--- config.mk ---
export PLATFORM = sky130hd
export DESIGN_NAME = ycbcr_rgb_stream
export DESIGN_NICKNAME = d
export VERILOG_FILES = /design/src/rtl/ycbcr_pkg.sv /design/src/rtl/ycbcr_out_fmt.sv /design/src/rtl/ycbcr_rgb_stream.sv
export SDC_FILE = /design/constraint.sdc
export NUM_CORES = 1
export LEC_CHECK = 0
export ABC_AREA = 1
export BUFFER_PORTS_ARGS = -buffer_cell sky130_fd_sc_hd__clkbuf_2
export CORE_MARGIN = 5
export CORE_UTILIZATION = 33
export CTS_CLUSTER_DIAMETER = 150
export DETAILED_ROUTE_END_ITERATION = 6
export PLACE_DENSITY_LB_ADDON = 0.15
export SLEW_MARGIN = 40
export SYNTH_ARGS = -nofsm -noshare
export SYNTH_HDL_FRONTEND = slang
export SYNTH_SLANG_ARGS = --single-unit
--- constraint.sdc ---
create_clock -name clk -period 7.9 [get_ports clk]
set_clock_uncertainty 0.1 [all_clocks]
set_input_delay 1.185 -clock clk [delete_from_list [all_inputs] [get_ports clk]]
set_output_delay 1.185 -clock clk [all_outputs]
set_load 0.005 [all_outputs]
--- src/rtl/ycbcr_pkg.sv ---
// Shared definitions for the streaming YCbCr -> RGB converter.
//   phase_t  : per-pixel component phase (Y, Cb, Cr), also exported on the
//              debug port.
//   K16_*    : conversion coefficients in Q16 fixed point.
//   coef_q() : rescales a Q16 coefficient to FRAC fractional bits with
//              round-half-up. At FRAC=16 the Q16 value is used as-is.
package ycbcr_pkg;

    typedef enum logic [1:0] {
        S_Y  = 2'd0,
        S_CB = 2'd1,
        S_CR = 2'd2
    } phase_t;

    localparam int unsigned K16_CR_R = 32'd89856;
    localparam int unsigned K16_CR_G = 32'd45824;
    localparam int unsigned K16_CB_G = 32'd22016;
    localparam int unsigned K16_CB_B = 32'd113408;

    function automatic int unsigned coef_q(input int unsigned k16, input int unsigned frac);
        int unsigned res;
        if (frac >= 32'd16) begin
            res = k16;
        end else begin
            res = (k16 + (32'd1 << (32'd15 - frac))) >> (32'd16 - frac);
        end
        return res;
    endfunction

endpackage

--- src/rtl/ycbcr_out_fmt.sv ---
// Output formatter for one colour channel.
//   acc     : signed fixed-point accumulator (FRAC fractional bits)
//   clip_en : 1 = round to nearest, clamp to 0..2^DW-1, zero-extend to OW
//             0 = raw two's-complement accumulator truncated to OW bits
//   val     : formatted channel value
module ycbcr_out_fmt
    import ycbcr_pkg::*;
#(
    parameter int DW   = 8,
    parameter int FRAC = 8,
    parameter int OW   = 16,
    parameter int AW   = DW + FRAC + 4
) (
    input  logic signed [AW-1:0] acc,
    input  logic                 clip_en,
    output logic [OW-1:0]        val
);

    localparam logic signed [AW-1:0] ROUND = AW'(2 ** (FRAC - 1));
    localparam logic signed [AW-1:0] MAXV  = AW'(2 ** DW - 1);

    logic signed [AW-1:0] rnd_s;
    logic [DW-1:0]        clamp_s;

    // Round, clamp and select between clamped and raw representations.
    always_comb begin
        rnd_s = (acc + ROUND) >>> FRAC;
        if (rnd_s[AW-1]) begin
            clamp_s = {DW{1'b0}};
        end else if (rnd_s > MAXV) begin
            clamp_s = {DW{1'b1}};
        end else begin
            clamp_s = rnd_s[DW-1:0];
        end

        // A size cast of the signed accumulator sign-extends or truncates
        // as needed, giving the raw two's-complement view.
        if (clip_en) begin
            val = OW'(clamp_s);
        end else begin
            val = OW'(acc);
        end
    end

endmodule

--- src/rtl/ycbcr_rgb_stream.sv ---
// Streaming YCbCr -> RGB converter. Components arrive one per transfer in
// the order Y, Cb, Cr; the finished pixel appears on R/G/B one cycle after
// the Cr transfer and is held until the consumer takes it.
//   clk, reset        : clock, asynchronous active-high reset
//   clear             : synchronous abort of partial pixel and pending output
//   clip_en           : format select, latched with each pixel's Y
//   in_valid/in_ready : component handshake, in_data is the component
//   out_valid/out_ready : pixel handshake, R/G/B the converted channels
//   phase             : current component phase (debug)
module ycbcr_rgb_stream
    import ycbcr_pkg::*;
#(
    parameter int DW   = 8,
    parameter int FRAC = 8,
    parameter int OW   = 16
) (
    input  logic          clk,
    input  logic          reset,
    input  logic          clear,
    input  logic          clip_en,
    input  logic          in_valid,
    output logic          in_ready,
    input  logic [DW-1:0] in_data,
    output logic          out_valid,
    input  logic          out_ready,
    output logic [OW-1:0] R,
    output logic [OW-1:0] G,
    output logic [OW-1:0] B,
    output logic [1:0]    phase
);

    localparam int AW = DW + FRAC + 4;

    localparam logic signed [AW-1:0] KC_CR_R = AW'(coef_q(K16_CR_R, FRAC));
    localparam logic signed [AW-1:0] KC_CR_G = AW'(coef_q(K16_CR_G, FRAC));
    localparam logic signed [AW-1:0] KC_CB_G = AW'(coef_q(K16_CB_G, FRAC));
    localparam logic signed [AW-1:0] KC_CB_B = AW'(coef_q(K16_CB_B, FRAC));
    localparam logic signed [AW-1:0] HALF    = AW'(2 ** (DW - 1));

    phase_t               state_r;
    phase_t               state_nxt_s;
    logic signed [AW-1:0] acc_red_r;
    logic signed [AW-1:0] acc_grn_r;
    logic signed [AW-1:0] acc_blu_r;
    logic                 clip_r;
    logic                 out_valid_r;
    logic [OW-1:0]        red_r;
    logic [OW-1:0]        grn_r;
    logic [OW-1:0]        blu_r;

    logic                 in_ready_s;
    logic                 xfer_s;
    logic signed [AW-1:0] c_s;
    logic signed [AW-1:0] fin_red_s;
    logic signed [AW-1:0] fin_grn_s;
    logic [OW-1:0]        fmt_red_s;
    logic [OW-1:0]        fmt_grn_s;
    logic [OW-1:0]        fmt_blu_s;

    // Only a Cr that would overwrite a still-unconsumed pixel is held off;
    // Y and Cb of the next pixel go into the accumulators meanwhile.
    assign in_ready_s = !((state_r == S_CR) && out_valid_r && !out_ready);
    assign xfer_s     = in_valid && in_ready_s;

    // Chroma offset removal and the final (post-Cr) red/green sums that feed
    // the output formatters directly, so the pixel registers on the Cr edge.
    always_comb begin
        c_s       = $signed(AW'(in_data)) - HALF;
        fin_red_s = acc_red_r + KC_CR_R * c_s;
        fin_grn_s = acc_grn_r - KC_CR_G * c_s;
    end

    ycbcr_out_fmt #(.DW(DW), .FRAC(FRAC), .OW(OW), .AW(AW)) u_fmt_red (
        .acc(fin_red_s), .clip_en(clip_r), .val(fmt_red_s)
    );
    ycbcr_out_fmt #(.DW(DW), .FRAC(FRAC), .OW(OW), .AW(AW)) u_fmt_grn (
        .acc(fin_grn_s), .clip_en(clip_r), .val(fmt_grn_s)
    );
    ycbcr_out_fmt #(.DW(DW), .FRAC(FRAC), .OW(OW), .AW(AW)) u_fmt_blu (
        .acc(acc_blu_r), .clip_en(clip_r), .val(fmt_blu_s)
    );

    // Phase next-state: advance on transfer, clear always returns to Y.
    always_comb begin
        state_nxt_s = state_r;
        if (clear) begin
            state_nxt_s = S_Y;
        end else if (xfer_s) begin
            case (state_r)
                S_Y:     state_nxt_s = S_CB;
                S_CB:    state_nxt_s = S_CR;
                S_CR:    state_nxt_s = S_Y;
                default: state_nxt_s = S_Y;
            endcase
        end else begin
            state_nxt_s = state_r;
        end
    end

    // Phase register.
    always_ff @(posedge clk or posedge reset) begin
        if (reset) begin
            state_r <= S_Y;
        end else begin
            state_r <= state_nxt_s;
        end
    end

    // Per-pixel accumulators and the clip mode captured with Y.
    always_ff @(posedge clk or posedge reset) begin
        if (reset) begin
            acc_red_r <= '0;
            acc_grn_r <= '0;
            acc_blu_r <= '0;
            clip_r    <= 1'b0;
        end else if (clear) begin
            acc_red_r <= '0;
            acc_grn_r <= '0;
            acc_blu_r <= '0;
        end else if (xfer_s) begin
            case (state_r)
                S_Y: begin
                    acc_red_r <= $signed(AW'(in_data) << FRAC);
                    acc_grn_r <= $signed(AW'(in_data) << FRAC);
                    acc_blu_r <= $signed(AW'(in_data) << FRAC);
                    clip_r    <= clip_en;
                end
                S_CB: begin
                    acc_grn_r <= acc_grn_r - KC_CB_G * c_s;
                    acc_blu_r <= acc_blu_r + KC_CB_B * c_s;
                end
                S_CR: begin
                    acc_red_r <= fin_red_s;
                    acc_grn_r <= fin_grn_s;
                end
                default: begin
                    acc_red_r <= acc_red_r;
                end
            endcase
        end
    end

    // Output pixel register: load on Cr transfer (even while draining the
    // previous pixel), otherwise hold until the consumer accepts it.
    always_ff @(posedge clk or posedge reset) begin
        if (reset) begin
            out_valid_r <= 1'b0;
            red_r       <= '0;
            grn_r       <= '0;
            blu_r       <= '0;
        end else if (clear) begin
            out_valid_r <= 1'b0;
            red_r       <= '0;
            grn_r       <= '0;
            blu_r       <= '0;
        end else if (xfer_s && (state_r == S_CR)) begin
            out_valid_r <= 1'b1;
            red_r       <= fmt_red_s;
            grn_r       <= fmt_grn_s;
            blu_r       <= fmt_blu_s;
        end else if (out_valid_r && out_ready) begin
            out_valid_r <= 1'b0;
        end
    end

    assign in_ready  = in_ready_s;
    assign out_valid = out_valid_r;
    assign R         = red_r;
    assign G         = grn_r;
    assign B         = blu_r;
    assign phase     = state_r;

endmodule

==> results.py, run 1 <==
metrics = {
    "die": {
        "die_y_microns": 226,
        "initial_core_util_pct": 33.2,
        "std_cell_rows": 79,
        "coreArea_sq_um": 46500,
        "fp.dieW_microns": 226,
        "fp.dieArea_sq_um": 51200,
        "top_level_ports": 66,
    },
    "sta": {
        "worstMarginPinSlew_ns": 0.737,
        "tns_ns": 0,
        "whs_ns": 0.385,
        "max_freq_ghz": 0.148,
        "rsz0062_at_grt": "no",
        "period_needed_ns": 6.75,
        "hold_violations": 0,
        "timing.slew.headroom_pct": 50.8,
        "fin_crit_sh_pct": 85.4,
        "drv_slew": 0,
        "final-setup-viol-count": 0,
    },
    "setup_path": {
        "cp_slowest_cell": "fa_1",
        "cp_max_fo": 10,
        "start_kind": "input port",
        "rrSetupSlack_ns": 3.34,
        "reg2reg_from": "acc_grn_r[3]",
        "cp.arrival_ns": 6.93,
        "crit_start": "in_data[6]",
        "critPathKind": "input port to flip-flop",
        "required_ns": 8.09,
        "setup.worst_path.end": "acc_grn_r[18]",
        "slowest_delay_ns": 0.52,
        "worst_r2r_path_depth": 25,
        "r2r_end": "G[7]",
        "critPathCaptureType": "flip-flop",
    },
    "run": {
        "cap_viol_max_count": 0,
    },
    "min_path": {
        "hp-class": "flip-flop to flip-flop",
    },
    "synth": {
        "yosys_warnings": 0,
        "synth_top_cell_by_area": "ha_1",
        "seq_area_frac_synth_pct": 18.2,
        "ys_ff_latch": 112,
        "yosysUniqueCellTypes": 46,
        "syn_nets": 2430,
        "synth.top_cell.area_share_pct": 18.2,
        "netlist_area_sq_um": 15400,
        "synth.avg_cell_area_sq_um": 7.41,
        "postSynthCellCount": 2082,
        "synth_area_leaders": "ha_1, dfrtp_1, fa_1, nand2_1, inv_1",
    },
    "clock_tree": {
        "worstSkewPairLatency_ns": 0.41,
        "clk_transition_reported_paths_ns": 0.08,
        "cts_resized": 0,
        "ctsHoldBuffers": 0,
        "clock_sinks": 112,
        "cts_setup_buffers": 0,
        "clockBufferDepth": 2,
        "htreeDepth": 3,
        "cts-root-buf": "clkbuf_16",
        "cts_tree": "done",
        "cts_buffers": 9,
    },
    "routing": {
        "num_vias": 13788,
        "ant_nets": 0,
        "first_pass_iters": 7,
        "first_iter_violations": 976,
        "wl_per_cell_microns": 18.4,
        "viasPerCell": 5.00,
        "drc_errors": 5,
        "wl_mm": 50.7,
    },
    "power_and_ir_drop": {
        "vdd_drop_max_mv": 0.291,
        "clkPwrFrac_pct": 8.1,
        "internal_power_mw": 2.57,
        "p_sw_share_pct": 60.8,
        "seqPwrFrac_pct": 10.1,
        "p_leak_nw": 9.23,
        "switching_power_mw": 3.99,
        "combinationalPowerShare_pct": 81.8,
        "power_density_nw_per_um2": 389,
    },
    "finish": {
        "final_cells": 2760,
        "layout_common_cells": "nand2_1, inv_1, ha_1, o21ai_0, dfrtp_1",
        "postLayoutCoreUtil_pct": 36.3,
        "fill_cells": 4970,
        "drive_gt1_share_pct": 9.29,
        "final_common_cell": "nand2_1",
        "area_delta_synth_final_pct": 9.15,
        "antenna_cells": 0,
        "fin_nets": 2496,
    },
    "placement": {
        "hpwl_mm": 41.5,
        "dp.cells": 2744,
        "place_congestion": 0.930,
        "io_buffers": 65,
    },
    "grt": {
        "grt_max_degree": 64,
        "grt_usage_pct": 20.1,
        "antenna_found_initial": 0,
        "grt_pass1_vias": 13731,
        "grt-ovfl-total": 0,
        "grt_pass1_wl_mm": 79.5,
    },
    "outcome": {
        "outcome": "finished, violations left",
        "failed_checks": "design-rule violations",
    },
}
worst min path at each step:
stage	startpoint	endpoint	slack, ns	cells after the start
CTS	G[13]	G[13]	0.39	2
global placement	B[3]	B[3]	0.37	2
floorplan	acc_red_r[0]	acc_red_r[0]	0.36	2
global route	G[13]	G[13]	0.41	2
detailed placement	B[3]	B[3]	0.37	2
finish	G[13]	G[13]	0.38	2
per-stage QoR:
stage	worst slack, ns	power, mW	area, sq um
CTS	1.22	6.55	16800
global route	0.577	7.29	16800
detailed placement	0.783	5.97	16500
global placement	1.09	5.99	16500
floorplan	1.38	4.58	15400
finish	1.15	6.55	16800
sequential cells by signal, summed over array words and instances, names as in the netlist:
name       flops
phase          2
R             16
out_valid      1
acc_grn_r     20
acc_red_r     20
clip_r         1
acc_blu_r     20
B             16
G             16
cell type report:
cell class	instances	area [sq um]	share of cell area, %
multi-input combinational	1509	10900	64.7
sequential	112	2800	16.6
inverter	438	1650	9.79
tap	607	759	4.51
timing repair buffer	78	427	2.53
clock buffer	10	239	1.42
clock inverter	6	66.3	0.394
cells in the mapped netlist, drive strengths merged:
cell type,number
dfrtp,112
o21a,3
o21ai,140
fa,109
o221ai,3
clkinv,1
nor4,1
nor2,127
a32o,1
a21o,2
o22ai,13
xor2,29
a211oi,2
a21oi,98
o311ai,1
a22oi,14
buf,3
nand3,122
nor3,17
nand4,28
inv,437
o21bai,8
nand3b,6
a22o,13
o31ai,4
o211ai,14
a31oi,3
xnor2,17
and2,2
ha,225
clkbuf,20
or2,6
nand2,501
worst max-delay path, delay by kind of cell:
family	cells	cell delay [ns]
AOI/OAI and AO/OA	8	0.92
xor gates and xnor gates	1	0.11
adders and majority gates	6	2.53
buffers and inverters	5	0.84
and+or+nand+nor	9	1.35
routing by layer:
metal	global-route usage [%]	part of all wire, %
met4	6.19	3.0
met2	30.0	43
met1	30.0	50
met3	2.91	4.4
met5	0	0
power groups by stage:
stage	combinational [mW]	clock [mW]	sequential [mW]
after floorplan	3.93	0	0.655
after global placement	5.31	0	0.674
after detailed placement	5.30	0	0.674
after CTS	5.34	0.544	0.664
after global routing	6.06	0.560	0.671
final	5.36	0.529	0.664
cells by family (layout without fill, tap and decap cells):
family / after synthesis / in the layout / synth area share (%)
xor gates and xnor gates: 46 / 46 / 2.61
and+or+nand+nor: 810 / 810 / 23.7
AOI/OAI and AO/OA: 319 / 319 / 11.9
adders and majority gates: 334 / 334 / 32.4
DFF: 112 / 112 / 18.2
buffers and inverters: 461 / 532 / 11.2
(Power assumes the default switching activity.)
==> run 2: changes to the inputs <==
Settings changed: ABC_AREA 1 to not set.
==> run 2 against run 1 <==
Net effect:
- the flow now finishes without violations
- combinational power is 16% lower
- die area is 7.6% lower
- first-iteration DRC count is 34% lower
- sequential power is 0.8% lower
- final area is 6.9% lower
- worst hold slack worse by 0.0055 ns
- setup slack worse by 0.29 ns
- clock power is 4.0% higher
- via count is 18% lower
- fmax is 4.2% lower
- utilization is 0.39 points higher
- critical endpoint is now acc_grn_r[19]
- highest routed layer unchanged
==> results.py, run 2 <==
metrics = {
    "synth": {
        "yosysUniqueCellTypes": 90,
        "synth_area_leaders": "ha_1, dfrtp_1, fa_1, inv_1, xnor2_1",
        "ys_ff_latch": 112,
        "async_flop_share_pct": 100,
        "syn_nets": 1910,
        "yosys_warnings": 0,
        "ys.flop_type": "dfrtp_1",
        "yosysMostFrequentCell": "inv_1",
        "synth_top_cell_by_area": "ha_1",
        "netlist_area_sq_um": 14200,
        "synth.top_cell.area_share_pct": 19.8,
        "seq_area_frac_synth_pct": 19.7,
        "synth_commonest_cells": "inv_1, ha_1, dfrtp_1, nand2_1, fa_1",
        "synth.avg_cell_area_sq_um": 9.10,
        "synth_edf_count": 0,
        "postSynthCellCount": 1562,
    },
    "clock_tree": {
        "cts_buffers": 9,
        "clock_sinks": 112,
        "cts_setup_buffers": 0,
        "cts_resized": 0,
        "clockBufferDepth": 2,
        "cts-root-buf": "clkbuf_16",
        "clk_transition_reported_paths_ns": 0.10,
        "htreeDepth": 3,
        "worstSkewPairLatency_ns": 0.41,
        "cts_tree": "done",
        "ctsHoldBuffers": 0,
    },
    "setup_path": {
        "cp_max_fo": 11,
        "start_kind": "input port",
        "required_ns": 8.11,
        "slowest_delay_ns": 0.52,
        "worst_r2r_path_depth": 18,
        "critPathCaptureType": "flip-flop",
        "critPathKind": "input port to flip-flop",
        "cp_slowest_cell": "fa_1",
        "cp.arrival_ns": 7.25,
    },
    "die": {
        "fp.dieArea_sq_um": 47300,
        "std_cell_rows": 76,
        "initial_core_util_pct": 33.2,
        "top_level_ports": 66,
        "coreArea_sq_um": 42800,
        "fp.dieW_microns": 218,
        "die_y_microns": 218,
    },
    "sta": {
        "tns_ns": 0,
        "final-setup-viol-count": 0,
        "timing.slew.headroom_pct": 43.8,
        "fin_crit_sh_pct": 89.1,
        "max_freq_ghz": 0.142,
        "hold_violations": 0,
        "worstMarginPinSlew_ns": 0.844,
        "drv_slew": 0,
        "rsz0062_at_grt": "no",
        "period_needed_ns": 7.04,
    },
    "grt": {
        "antenna_found_initial": 0,
        "grt_max_degree": 66,
        "grt-ovfl-total": 0,
        "grt_pass1_wl_mm": 69.7,
        "grt_usage_pct": 18.7,
        "grt_pass1_vias": 11977,
    },
    "routing": {
        "num_vias": 11336,
        "first_pass_iters": 4,
        "first_iter_violations": 640,
        "viasPerCell": 5.19,
        "wl_per_cell_microns": 19.5,
        "drc_errors": 0,
        "ant_nets": 0,
        "wl_mm": 42.7,
    },
    "finish": {
        "top_regs": "acc_blu_r x20, acc_grn_r x20, acc_red_r x20",
        "final_cells": 2186,
        "area_delta_synth_final_pct": 10.4,
        "layout_common_cells": "inv_1, ha_1, dfrtp_1, nand2_1, fa_1",
        "drive_gt1_share_pct": 9.39,
        "fin_nets": 1983,
        "final_common_cell": "inv_1",
        "antenna_cells": 0,
    },
    "placement": {
        "hpwl_mm": 34.4,
        "dp.cells": 2170,
        "io_buffers": 65,
        "place_congestion": 0.853,
    },
    "power_and_ir_drop": {
        "vdd_drop_max_mv": 0.206,
        "p_leak_nw": 7.89,
        "power_density_nw_per_um2": 364,
    },
    "min_path": {
        "hp-class": "flip-flop to flip-flop",
        "hold_path_depth": 2,
    },
    "run": {
        "cap_viol_max_count": 0,
    },
    "outcome": {
        "outcome": "finished clean",
    },
}
[run 2: cell types whose count changed after synthesis, moves of 30 or more]
cell	delta
inv_1	-163
a21oi_1	-37
nand3_1	-86
nand2_1	-355
nand2_2	-30
o21ai_0	-49
xnor2_1	+41
[run 2: metal layers]
metal	global-route usage, %	wire length (microns)	vias to the layer above
li1	-	-	5531
met1	26.7	21000	5606
met2	30.7	20000	166
met3	2.30	1150	33
met4	3.77	543	0
met5	0	0	-
[run 2: worst paths after layout]
kind | start | slack [ns] | endpoint
worst max register to register | acc_grn_r[5] | 2.62 | G[7]
worst min register to register | B[7] | 0.38 | B[7]
worst min-delay path | B[7] | 0.38 | B[7]
max in group asynchronous | reset | 5.83 | G[13]
min in group asynchronous | reset | 0.79 | acc_red_r[1]
worst max-delay path | in_data[5] | 0.86 | acc_grn_r[19]
[run 2: area by class of cell]
| type | count | area (sq um) |
|---|---|---|
| sequential | 112 | 2800 |
| timing repair buffer | 96 | 562 |
| fill | 4461 | 27100 |
| multi-input combinational | 1159 | 10300 |
| clock inverter | 6 | 104 |
| inverter | 257 | 967 |
| clock buffer | 10 | 229 |
| tap | 546 | 683 |
[run 2: cells by family (layout without fill, tap and decap cells)]
kind of cell	Yosys count	count (layout)	share of synthesized area (%)
multiplexers	18	18	1.27
buffers and inverters	291	369	7.71
adder cells (fa/ha/maj)	334	334	35.2
AO/OA/AOI/OAI	354	354	17.4
XOR/XNOR	91	91	5.84
AND/OR/NAND/NOR	362	362	12.9
flip-flops	112	112	19.7
[run 2: per-stage QoR]
stage	area, sq um	total power [mW]	utilization [%]	hold WS (ns)	setup WS, ns
floorplan	14200	3.92	-	0.350	0.495
global placement	15300	5.17	35.9	0.355	0.586
detailed placement	15400	5.14	35.9	0.362	0.486
CTS	15700	5.74	36.7	0.387	0.927
global route	15700	6.29	36.7	0.406	0.470
finish	15700	5.70	36.7	0.379	0.861
[run 2: critical path, delay by kind of cell]
family	cells	cell delay, ns
xor gates and xnor gates	1	0.29
buffers and inverters	4	0.43
and+or+nand+nor	3	0.73
adders and majority gates	6	2.42
AOI/OAI and AO/OA	11	2.16
[run 2: where the power goes]
| part | internal (mW) | switching [mW] |
|---|---|---|
| Combinational | 1.79 | 2.70 |
| Clock | 0.284 | 0.266 |
| Sequential | 0.608 | 0.0505 |
==> run 3: changes to the inputs <==
Settings changed: SYNTH_HIERARCHICAL set to 1.
==> run 3 against run 2 <==
Net effect:
- sequential share of layout area increased by 0.15 points
- global-route usage decreased by 0.39 points
- worst hold slack improved by 0.018 ns
- wire length decreased by 1.7%
- utilization increased by 0.36 points
- synthesized cell count decreased by 3.3%
- critical path type unchanged
- largest power group unchanged
==> results.py, run 3 <==
metrics = {
    "grt": {
        "grt_pass1_vias": 11451,
        "grt-ovfl-total": 0,
        "grt_usage_pct": 18.3,
        "grt_pass1_wl_mm": 67.0,
        "antenna_found_initial": 1,
        "grt_max_degree": 60,
    },
    "finish": {
        "stdcell_area_sq_um": 15600,
        "fin_nets": 1933,
        "area_delta_synth_final_pct": 10.8,
        "final_common_cell": "inv_1",
        "top_regs": "acc_blu_r x20, acc_grn_r x20, acc_red_r x20",
        "drive_gt1_share_pct": 11.1,
        "layout_common_cells": "inv_1, ha_1, dfrtp_1, fa_1, nor2_1",
        "fill_cells": 4326,
        "final_cells": 2133,
    },
    "synth": {
        "ys.flop_type": "dfrtp_1",
        "synth_top_family_by_area": "adder cells",
        "synthAdderAreaFrac_pct": 35.6,
        "synth_top_cell_by_area": "dfrtp_1",
        "netlist_area_sq_um": 14000,
        "seq_area_frac_synth_pct": 20.0,
        "synth_commonest_cells": "inv_1, ha_1, dfrtp_1",
        "synthSimpleGateAreaFrac_pct": 12.6,
        "ys_ff_latch": 112,
        "synth_edf_count": 0,
        "muxShareOfSynthArea_pct": 1.35,
        "yosysMostFrequentCell": "inv_1",
        "syn_nets": 1857,
        "yosys_warnings": 6,
        "async_flop_share_pct": 100,
        "synth.top_cell.area_share_pct": 20.0,
        "synth.avg_cell_area_sq_um": 9.30,
        "postSynthCellCount": 1510,
        "yosys.area_share.xor_xnor_pct": 6.62,
        "yosysUniqueCellTypes": 71,
        "synth_area_leaders": "dfrtp_1, ha_1, fa_1, inv_1, a22o_1",
        "synth-compound-area-share_pct": 16.5,
    },
    "setup_path": {
        "cp_slowest_cell": "fa_1",
        "required_ns": 8.11,
        "critPathCaptureType": "flip-flop",
        "slowest_delay_ns": 0.61,
        "cp.arrival_ns": 7.33,
        "crit_chain": "clkbuf_2 > fa_1 > fa_1 > inv_1 > fa_1 > inv_1 > fa_1 > fa_1 > ha_1 > o21a_1 > nor2_1 > o31ai_1 > a31oi_1 > a21oi_1 > a31oi_1 > xnor2_1 > nand3_1 > nor3_1 > nor4bb_2 > o311a_4 > a211oi_1 > a22o_1",
        "start_kind": "input port",
        "critPathKind": "input port to flip-flop",
        "cp_common_cell": "fa_1",
        "cp_max_fo": 8,
    },
    "power_and_ir_drop": {
        "p_sw_share_pct": 52.5,
        "p_leak_nw": 7.58,
        "clkPwrFrac_pct": 9.6,
        "power_mw": 5.50,
        "power_density_nw_per_um2": 353,
        "combinationalPowerShare_pct": 78.2,
        "switching_power_mw": 2.89,
        "seqPwrFrac_pct": 12.2,
        "vdd_drop_max_mv": 0.227,
        "internal_power_mw": 2.61,
    },
    "clock_tree": {
        "cts_tree": "done",
        "cts_resized": 0,
        "clockBufferDepth": 2,
        "cts-root-buf": "clkbuf_16",
        "clock_sinks": 112,
        "worstSkewPairLatency_ns": 0.41,
        "cts_setup_buffers": 0,
        "ctsHoldBuffers": 0,
        "cts_buffers": 9,
        "htreeDepth": 3,
        "clk_transition_reported_paths_ns": 0.09,
    },
    "die": {
        "fp.dieArea_sq_um": 46800,
        "initial_core_util_pct": 33.4,
        "top_level_ports": 66,
        "coreArea_sq_um": 42000,
        "std_cell_rows": 75,
        "fp.dieW_microns": 216,
        "die_y_microns": 216,
    },
    "sta": {
        "drv_slew": 0,
        "worst_slack_ns": 0.777,
        "rsz0062_at_grt": "no",
        "final-setup-viol-count": 0,
        "timing.slew.headroom_pct": 48.4,
        "tns_ns": 0,
        "max_freq_ghz": 0.140,
        "fin_crit_sh_pct": 90.2,
        "worstMarginPinSlew_ns": 0.768,
        "period_needed_ns": 7.12,
        "hold_violations": 0,
    },
    "min_path": {
        "hp-class": "flip-flop to flip-flop",
    },
    "routing": {
        "first_pass_iters": 5,
        "first_iter_violations": 630,
        "wl_mm": 42.0,
        "wl_per_cell_microns": 19.7,
        "viasPerCell": 5.14,
        "num_vias": 10961,
        "drc_errors": 0,
        "ant_nets": 0,
    },
    "placement": {
        "dp.cells": 2114,
        "place_area_sq_um": 15200,
        "place_ws_ns": 0.344,
        "io_buffers": 65,
        "hpwl_mm": 33.5,
        "place_congestion": 0.835,
    },
    "outcome": {
        "outcome": "finished clean",
    },
    "run": {
        "cap_viol_max_count": 0,
    },
}
run 3: changes by cell type in the layout (fill, tap and decap cells not counted), sizes merged, moves of 12 or more:
cell    change
nor3       +14
and3       -12
inv        -23
a211oi     +16
a22oi      -12
o21ai      -44
nand2      -30
nor2b      +15
a22o       +35
run 3: cell families (layout without fill, tap and decap cells):
family                     Yosys count  count (layout)
buffers and inverters              273             354
muxes                               17              17
AOI/OAI and AO/OA                  321             321
other                                0               3
DFF                                112             112
xor gates and xnor gates           104             104
adders and majority gates          335             335
and+or+nand+nor                    348             348
run 3: area by class of cell:
| type | instances | area, sq um | share of cell area [%] |
|---|---|---|---|
| timing repair buffer | 105 | 642 | 4.12 |
| tap | 539 | 674 | 4.33 |
| inverter | 233 | 881 | 5.66 |
| antenna | 3 | 7.51 | 0.0482 |
| clock inverter | 6 | 73.8 | 0.474 |
| multi-input combinational | 1125 | 10200 | 65.8 |
| clock buffer | 10 | 239 | 1.54 |
| sequential | 112 | 2800 | 18.0 |
run 3: path summary, 6_finish.rpt:
| check | startpoint | end | slack [ns] | depth (start not counted) |
|---|---|---|---|---|
| max | in_data[3] | R[3] | 0.78 | 22 |
| min | acc_red_r[11] | acc_red_r[11] | 0.40 | 2 |
| max reg2reg | acc_grn_r[3] | G[6] | 1.91 | 19 |
| min reg2reg | acc_red_r[11] | acc_red_r[11] | 0.40 | 2 |
| max in group asynchronous | reset | clip_r | 5.91 | 3 |
| min in group asynchronous | reset | R[5] | 0.76 | 2 |
run 3: power by group through the flow:
| stage | clock, mW | sequential (mW) | combinational [mW] |
|---|---|---|---|
| floorplan | 0 | 0.653 | 3.11 |
| global placement | 0 | 0.683 | 4.27 |
| detailed placement | 0 | 0.683 | 4.28 |
| CTS | 0.552 | 0.671 | 4.31 |
| global route | 0.566 | 0.676 | 4.84 |
| finish | 0.530 | 0.670 | 4.30 |
run 3: routing by layer:
metal	GRT usage, %	vias up	wire length, microns
met5	0	-	0
met4	4.18	0	525
met3	2.99	26	1480
met2	29.6	160	19300
met1	25.9	5397	20700
li1	-	5378	-
run 3: metrics by stage:
step                      hold WS, ns  utilization, %
after floorplan                 0.350               -
after global placement          0.373            36.2
after detailed placement        0.379            36.2
after CTS                       0.403            37.0
after global routing            0.418            37.0
final                           0.397            37.0
run 3: critical path, delay by kind of cell:
kind	cells	cell delay [ns]
buffers and inverters	3	0.33
and+or+nand+nor	4	1.08
AOI/OAI and AO/OA	8	1.55
xor gates and xnor gates	1	0.23
adders and majority gates	6	2.95
